### src/rtl/reg_file_pkg.sv
// Shared types and sizing for the architectural register file.
// Latency: n/a (definitions only).
// Backpressure: n/a; the global rdy input freezes register file state.
package reg_file_pkg;

  localparam int REG_NUM       = 32;
  localparam int ROB_POS_WIDTH = 4;
  localparam int DATA_WIDTH    = 32;

  typedef logic [4:0]               REG_POS_TYPE;
  typedef logic [DATA_WIDTH-1:0]    DATA_TYPE;
  // A wrapped ROB position doubles as a rename tag: MSB set means "pending".
  typedef logic [ROB_POS_WIDTH:0]   ROB_WRAP_POS_TYPE;
  typedef logic [ROB_POS_WIDTH-1:0] ROB_POS_TYPE;

  localparam logic TRUE  = 1'b1;
  localparam logic FALSE = 1'b0;

  // All-zero tag: the register holds its committed value, no producer in flight.
  localparam ROB_WRAP_POS_TYPE NO_TAG = '0;

endpackage

### src/rtl/reg_file_read_port.sv
// One decoder source-operand read: x0 forcing, commit bypass, array lookup.
// Latency: purely combinational.
// Backpressure: none; always produces a value/tag pair for the current index.
module reg_file_read_port
  import reg_file_pkg::*;
(
  input  logic [4:0]                               rs,
  input  logic [REG_NUM-1:0][DATA_WIDTH-1:0]       val_arr,
  input  logic [REG_NUM-1:0][ROB_POS_WIDTH:0]      tag_arr,
  input  logic                                     cm_en,
  input  logic [4:0]                               cm_rd,
  input  logic [DATA_WIDTH-1:0]                    cm_val,
  input  logic [ROB_POS_WIDTH:0]                   cm_pos,
  output logic [DATA_WIDTH-1:0]                    val,
  output logic [ROB_POS_WIDTH:0]                   tag
);

  ROB_WRAP_POS_TYPE cur_tag;
  logic             bypass;

  assign cur_tag = tag_arr[rs];
  // Bypass only when the committing entry is still the register's current
  // producer; a stale commit must not hide a newer rename.
  assign bypass  = cm_en && (cm_rd == rs) && (cur_tag == cm_pos);

  // Select x0 zero, committing value, or the stored value/tag.
  always_comb begin
    val = '0;
    tag = NO_TAG;
    if (rs == 5'd0) begin
      val = '0;
      tag = NO_TAG;
    end else if (bypass) begin
      val = cm_val;
      tag = NO_TAG;
    end else begin
      val = val_arr[rs];
      tag = cur_tag;
    end
  end

endmodule

### src/rtl/reg_file.sv
// Architectural register file holding committed values and rename tags per register.
// Latency: commit/rename visible to reads the cycle after the edge; commit data bypassed same cycle.
// Backpressure: rdy low freezes all state; reads stay combinational and valid.
module reg_file
  import reg_file_pkg::*;
(
  input  logic                     clk,
  input  logic                     rst,
  input  logic                     rdy,
  input  logic                     clr,
  input  logic                     issue_to_reg_enable,
  input  logic [4:0]               issue_to_reg_rd,
  input  logic [ROB_POS_WIDTH:0]   issue_to_reg_rob_pos,
  input  logic                     rob_to_reg_enable,
  input  logic [4:0]               rob_to_reg_rd,
  input  logic [DATA_WIDTH-1:0]    rob_to_reg_val,
  input  logic [ROB_POS_WIDTH:0]   commit_rob_pos,
  input  logic [4:0]               dc_to_reg_rs1_pos,
  input  logic [4:0]               dc_to_reg_rs2_pos,
  output logic [DATA_WIDTH-1:0]    reg_to_dc_rs1_val,
  output logic [ROB_POS_WIDTH:0]   reg_to_dc_rs1_rob_pos,
  output logic [DATA_WIDTH-1:0]    reg_to_dc_rs2_val,
  output logic [ROB_POS_WIDTH:0]   reg_to_dc_rs2_rob_pos
);

  logic [REG_NUM-1:0][DATA_WIDTH-1:0]    val_q;
  logic [REG_NUM-1:0][ROB_POS_WIDTH:0]   tag_q;

  logic commit_wr;
  logic commit_clr;
  logic issue_wr;

  // x0 is never written or tagged, so its array entry stays at reset value.
  assign commit_wr  = rob_to_reg_enable && (rob_to_reg_rd != 5'd0);
  assign commit_clr = commit_wr && (tag_q[rob_to_reg_rd] == commit_rob_pos);
  assign issue_wr   = issue_to_reg_enable && (issue_to_reg_rd != 5'd0);

  // Commit writes value; flush wipes all tags; a same-cycle rename overrides the tag clear.
  always_ff @(posedge clk or posedge rst) begin
    if (rst) begin
      val_q <= '0;
      tag_q <= '0;
    end else if (rdy) begin
      if (commit_wr) begin
        val_q[rob_to_reg_rd] <= rob_to_reg_val;
      end
      if (clr) begin
        tag_q <= '0;
      end else begin
        if (commit_clr) begin
          tag_q[rob_to_reg_rd] <= NO_TAG;
        end
        if (issue_wr) begin
          tag_q[issue_to_reg_rd] <= issue_to_reg_rob_pos;
        end
      end
    end
  end

  reg_file_read_port u_rs1 (
    .rs      (dc_to_reg_rs1_pos),
    .val_arr (val_q),
    .tag_arr (tag_q),
    .cm_en   (rob_to_reg_enable),
    .cm_rd   (rob_to_reg_rd),
    .cm_val  (rob_to_reg_val),
    .cm_pos  (commit_rob_pos),
    .val     (reg_to_dc_rs1_val),
    .tag     (reg_to_dc_rs1_rob_pos)
  );

  reg_file_read_port u_rs2 (
    .rs      (dc_to_reg_rs2_pos),
    .val_arr (val_q),
    .tag_arr (tag_q),
    .cm_en   (rob_to_reg_enable),
    .cm_rd   (rob_to_reg_rd),
    .cm_val  (rob_to_reg_val),
    .cm_pos  (commit_rob_pos),
    .val     (reg_to_dc_rs2_val),
    .tag     (reg_to_dc_rs2_rob_pos)
  );

endmodule

### config.mk
export PLATFORM = sky130hd
export DESIGN_NAME = reg_file
export DESIGN_NICKNAME = d
export VERILOG_FILES = /design/src/rtl/reg_file_pkg.sv /design/src/rtl/reg_file_read_port.sv /design/src/rtl/reg_file.sv
export SDC_FILE = /design/constraint.sdc
export NUM_CORES = 2
export LEC_CHECK = 0
export CAP_MARGIN = 40
export CORE_MARGIN = 8
export CORE_UTILIZATION = 59
export CTS_BUF_LIST = sky130_fd_sc_hd__clkbuf_8
export DETAILED_ROUTE_END_ITERATION = 8
export GPL_ROUTABILITY_DRIVEN = 0
export PLACE_DENSITY = 0.79
export SLEW_MARGIN = 10
export SYNTH_ARGS = -nofsm -noshare
export SYNTH_HDL_FRONTEND = slang
export SYNTH_SLANG_ARGS = --single-unit
### constraint.sdc
create_clock -name clk -period 35.8 [get_ports clk]
set_clock_uncertainty 0.05 [all_clocks]
set_input_delay 3.58 -clock clk [delete_from_list [all_inputs] [get_ports clk]]
set_output_delay 3.58 -clock clk [all_outputs]
set_load 0.02 [all_outputs]
# Word-level counts from Yosys, hierarchy flattened
# Cells that the tools add are included.
op_classes:
  n_mux: 31
  bitwise_logic: 2
  n_eq_ne: 5
  n_lt_le_gt_ge: 6
  n_reduce_logical: 14
ops:
  columns: ["cell", "count"]
  rows:
  - ["$bwmux W1024", 1]
  - ["$mux W160", 5]
  - ["$bmux W32 S5", 2]
  - ["$mux W32", 7]
  - ["$and A160 B160 Y160", 1]
  - ["$bwmux W160", 1]
  - ["$demux W32 S5", 1]
  - ["$not A160 Y160", 1]
  - ["$bmux W5 S5", 3]
  - ["$demux W5 S5", 2]
  - ["$mux W5", 9]
  - ["$eq A5 B5 Y1", 5]
  - ["$lt A5 B6 Y1 const B", 4]
  - ["$ge A5 B1 Y1 const B", 2]
  - ["$logic_not A5 Y1", 2]
  - ["$reduce_bool A5 Y1", 2]
  - ["$logic_and A1 B1 Y1", 9]
  - ["$reduce_and A2 Y1", 1]
totals:
  word_cells: 122
  out_inout_bits: 74
  regBits: 1184
  in_bits: 68

# Logic depth before layout (Yosys ltp)
depth:
  depth_word: 12
  mapped_depth: 14
  ltp_nobuf: 8

# Hierarchy
# Synthesis repeated with hierarchy kept, for this count alone.
hier_totals:
  cells_unflattened: 4798
  hier_area_um2: 67992.7
modules_own_cells:
  columns: ["module", "area_per_inst_um2", "cells_per_inst", "instances", "seq_area_each_um2"]
  rows:
  - ["reg_file", 48111.1, 3452, 1, 29628.4]
  - ["reg_file_read_port", 9940.8, 673, 2, 0.0]

# Worst setup path before layout
# OpenSTA, ideal clock, no wires.
synth_path:
  path_kind: "input to output"
  start: "input dc_to_reg_rs1_pos[0]"
  end: "output reg_to_dc_rs1_val[12]"
  stages: 13
  required_ns: 32.170
  path_buffers: 8
  setup_slack_ns: 25.755
  arrival_time_ns: 6.415
  path_cell_list: "buf_6 > buf_6 > buf_4 > buf_4 > buf_4 > buf_2 > buf_2 > buf_2 > mux4_2 > mux4_2 > mux2i_1 > o41ai_1 > o211a_1"
synth_between:
  elab_chain_len: 6
  word_cells_on_any_way: 11
  cone_classes: "2 x eq/ne; 6 x mux; 3 x reduce/logical"
synth_rtl:
  columns: ["element", "line", "rtl"]
  rows:
  - ["from (decl)", "reg_file.sv:18", "input logic [4:0] dc_to_reg_rs1_pos,"]
  - ["$bmux W5 S5", "reg_file_read_port.sv:21", "assign cur_tag = tag_arr[rs];"]
  - ["$mux W5 (implied by the code)", "reg_file_read_port.sv:21", null]
  - ["$eq A5 B5 Y1", "reg_file_read_port.sv:24", "assign bypass = cm_en && (cm_rd == rs) && (cur_tag == cm_pos);"]
  - ["$logic_and A1 B1 Y1", "reg_file_read_port.sv:24", null]
  - ["$mux W32", "reg_file_read_port.sv:33", "end else if (bypass) begin"]
  - ["$mux W32 *", "reg_file_read_port.sv:30", "if (rs == 5'd0) begin"]
  - ["to (decl)", "reg_file.sv:20", "output logic [DATA_WIDTH-1:0] reg_to_dc_rs1_val,"]
# Every way passes the cells marked *; elsewhere a longest branch is shown, timed or not. The select of a mux whose other input is x is not followed.

# Worst setup path in the final report
layout_path:
  start: "input dc_to_reg_rs2_pos[0]"
  end: "output reg_to_dc_rs2_val[26]"
layout_between:
  elab_chain_len: 6
  word_cells_on_any_way: 11
  cone_classes: "2 x eq/ne; 6 x mux; 3 x reduce/logical"
layout_rtl:
  columns: ["element", "line", "rtl"]
  rows:
  - ["from (decl)", "reg_file.sv:19", "input logic [4:0] dc_to_reg_rs2_pos,"]
  - ["$bmux W5 S5", "reg_file_read_port.sv:21", null]
  - ["$mux W5 (implied by the code)", "reg_file_read_port.sv:21", null]
  - ["$eq A5 B5 Y1", "reg_file_read_port.sv:24", null]
  - ["$logic_and A1 B1 Y1", "reg_file_read_port.sv:24", null]
  - ["$mux W32", "reg_file_read_port.sv:33", null]
  - ["$mux W32 *", "reg_file_read_port.sv:30", null]
  - ["to (decl)", "reg_file.sv:22", "output logic [DATA_WIDTH-1:0] reg_to_dc_rs2_val,"]
# Marked as above.

==> metrics <==
status=completed; postcts setup bufs=0; drt drc=0; Crit. Startpoint=dc_to_reg_rs2_pos[0]; Vias=43800; Crit Path Class=input pin to output pin; Worst Hold Class=register to register; Buf+Inv Stages, Crit Path=5; initial core utilization=59.3%; Clock Sinks=1184; Root Buffer=clkbuf_8; initial DRC count=5840; Filler cells=7493; fin. max-slew vios=0; chip width=349 um; fmax=0.0775 GHz; layout cells sized above 1=51.1%; CTS Hold Bufs=0; clk_lat worst skew=0.89 ns; Worst EP required=32.17 ns; initial antenna violation count=6; Routed WL=202000 um; cell family with most CP delay=buffers and inverters; first-pass GRT wire length=301000 um; EDFF count, synth=0; CP max stage delay=0.82 ns; post-route ant nets=0; final setup fails=0; Yosys reg bits=1184; Max-cap violations=0; sequential area share after synthesis=45.3%; number of iterations in the first detailed-routing pass=8; Avg Cell Area, Syn=15.4 um2; vias in the first global route=45500; RR Startpoint=tag_q[139]; crit path max-delay cell type=buf_4; Die Area=122000 um2; post-layout minimum cycle time=12.91 ns; WP data arrival=9.28 ns; largest net degree at the start of global routing=167; RSZ-0062 raised after global routing=no; nets=4307; crit end category=output pin; H-tree level count=4; Clock transition at path regs=0.06 ns; Slew headroom=28.1%; Reg area=29600 um2; Final Power=3.46 mW; row cnt=122; ys flop type=dfrtp_1; Netlist cell types=51; Tcrit/Tclk final=36.1%; routing usage on met2=49.3%; synth warn=0; Overflow after GRT=0; Layout area overhead=11.5%; port bufs=141; asr flop ratio synth=100%; Final Hold Viols=0; Num CTS Buffers=192; # IOs=142; Synthesized Nets=4306; global route hottest layer=met2; multi-input logic area=34000 um2; dpl hpwl=120000 um; Worst VDD drop=37.9 uV; Slew @ Worst Pin=1.08 ns; CP cell instances=buf_8 -> buf_4 -> buf_4 -> mux4_2 -> mux4_2 -> mux2i_1 -> xor2_1 -> nor2b_1 -> nand4_1 -> buf_4 -> nand3_1 -> o211a_1 -> clkdlybuf4s50_1; cell mode on critical path=buf_4; core region area=110000 um2; drt wl/cell=34.5 um; CTS Buffer Depth=3; GRT Total Usage=33.2%; P_leak=32.2 nW; Via density=7.47; HP Start=val_q[22]; pwr dens=47.4 nW/um2; post-synthesis cell count=4238; Die Ht=349 um; met3 usage=10.1%; Syn Std Cell Area=65400 um2; Setup Total Neg Slack=0 ns; CTS tree=yes; crit-path max FO=48; CTS resizes=0; global-route met1 utilization=44.1%; startpoint types=input pin
## Yosys cell counts (31+ instances only)
cell type / n / share of area, %
mux2_2: 1002 / 17
o2bb2ai_1: 35 / 0.47
mux2i_1: 94 / 1.4
o41ai_1: 32 / 0.43
a22o_1: 122 / 1.6
nor4_1: 38 / 0.36
clkbuf_1: 359 / 2.1
o211a_1: 59 / 0.90
nand2_1: 94 / 0.54
nor2_1: 52 / 0.30
buf_1: 50 / 0.29
mux4_2: 735 / 25
dfrtp_1: 1184 / 45
nand3_1: 46 / 0.35
buf_2: 74 / 0.57
a22oi_1: 31 / 0.36
## area by class of cell
class	instances	share of cell area [%]
Multi-Input combinational cell	2553	46.6
Sequential cell	1184	40.6
Clock buffer	253	4.78
Timing Repair Buffer	303	4.75
Tap cell	1488	2.55
Clock inverter	80	0.626
Inverter	5	0.0395
Antenna cell	3	0.0103
## worst register-to-register path, cell delays in order, from the launching register on
cell and delay [ns]:
dfrtp_1 0.46, mux4_2 0.55, a22oi_1 0.29, nand4_1 0.16, xnor2_1 0.15, nand2b_1 0.63, buf_4 0.37, nor4_1 0.07
o31ai_1 0.78, a22o_1 0.27
## per-layer routing
metal	part of all wire, %	up-vias	routed length (um)
li1	-	16800	-
met1	37	23100	74400
met2	45	3087	91400
met3	12	752	23800
met4	6.3	0	12700
met5	0	-	0
## report_power, final
group	leakage [nW]	internal (mW)	switching (mW)	total (mW)
logic	14.1	0.366	0.280	0.646
registers	15.9	1.49	0.111	1.60
clock network	2.24	0.650	0.562	1.21
## worst paths after layout
kind	endpoint	slack [ns]	cells after the start
max in group asynchronous	tag_q[142]	29.65	7
worst min-delay path	val_q[22]	0.35	0
worst min register to register	val_q[22]	0.35	0
min in group asynchronous	val_q[609]	2.92	2
worst max register to register	tag_q[15]	31.93	9
worst max-delay path	reg_to_dc_rs2_val[26]	22.89	13
## flip-flops by register name (all words and copies together) (netlist names)
register / cells
val_q: 1024
tag_q: 160
## placed cells by master (no fill, tap or decap), types with 7 or more instances in the layout
cell type and n:
o31ai_1 25, buf_8 23, clkbuf_8 254, mux2i_1 94, a22oi_1 31, nor3_1 11
nor2_1 28, dfrtp_1 1184, nor2_4 24, a31oi_1 7, mux4_2 735, nand2_1 85
buf_4 100, o2bb2ai_1 35, xnor2_1 10, xor2_1 12, mux2_2 1002, nand4_1 15
and3_1 7, a22o_1 122, clkdlybuf4s50_1 131, and2_1 12, nand2b_1 20, nor2b_1 16
nor4_1 38, clkinv_2 15, o41ai_1 32, buf_16 26, o211a_1 59, inv_1 54
buf_12 13, nand3_1 45, o21ai_0 22, nand2_4 7
## stage by stage
step	hold slack [ns]	area, um2	setup WS, ns	util [%]	instances
after floorplan	0.391	65400	15.82	-	4238
after global routing	0.357	72900	22.63	66.1	5867
after global placement	0.326	67800	22.90	61.4	5475
after CTS	0.346	72900	22.91	66.1	5866
final	0.345	72900	22.89	66.1	5869
after detailed placement	0.334	69000	22.92	62.5	5533
## kinds of logic after synthesis
logic type      share of synthesized area, %
compound gates                          4.64
xor+xnor                               0.308
buf+inv                                 3.13
flops                                   45.3
mux                                     44.0
simple gates                            2.63
No activity file was read; power rests on OpenSTA's default activity.
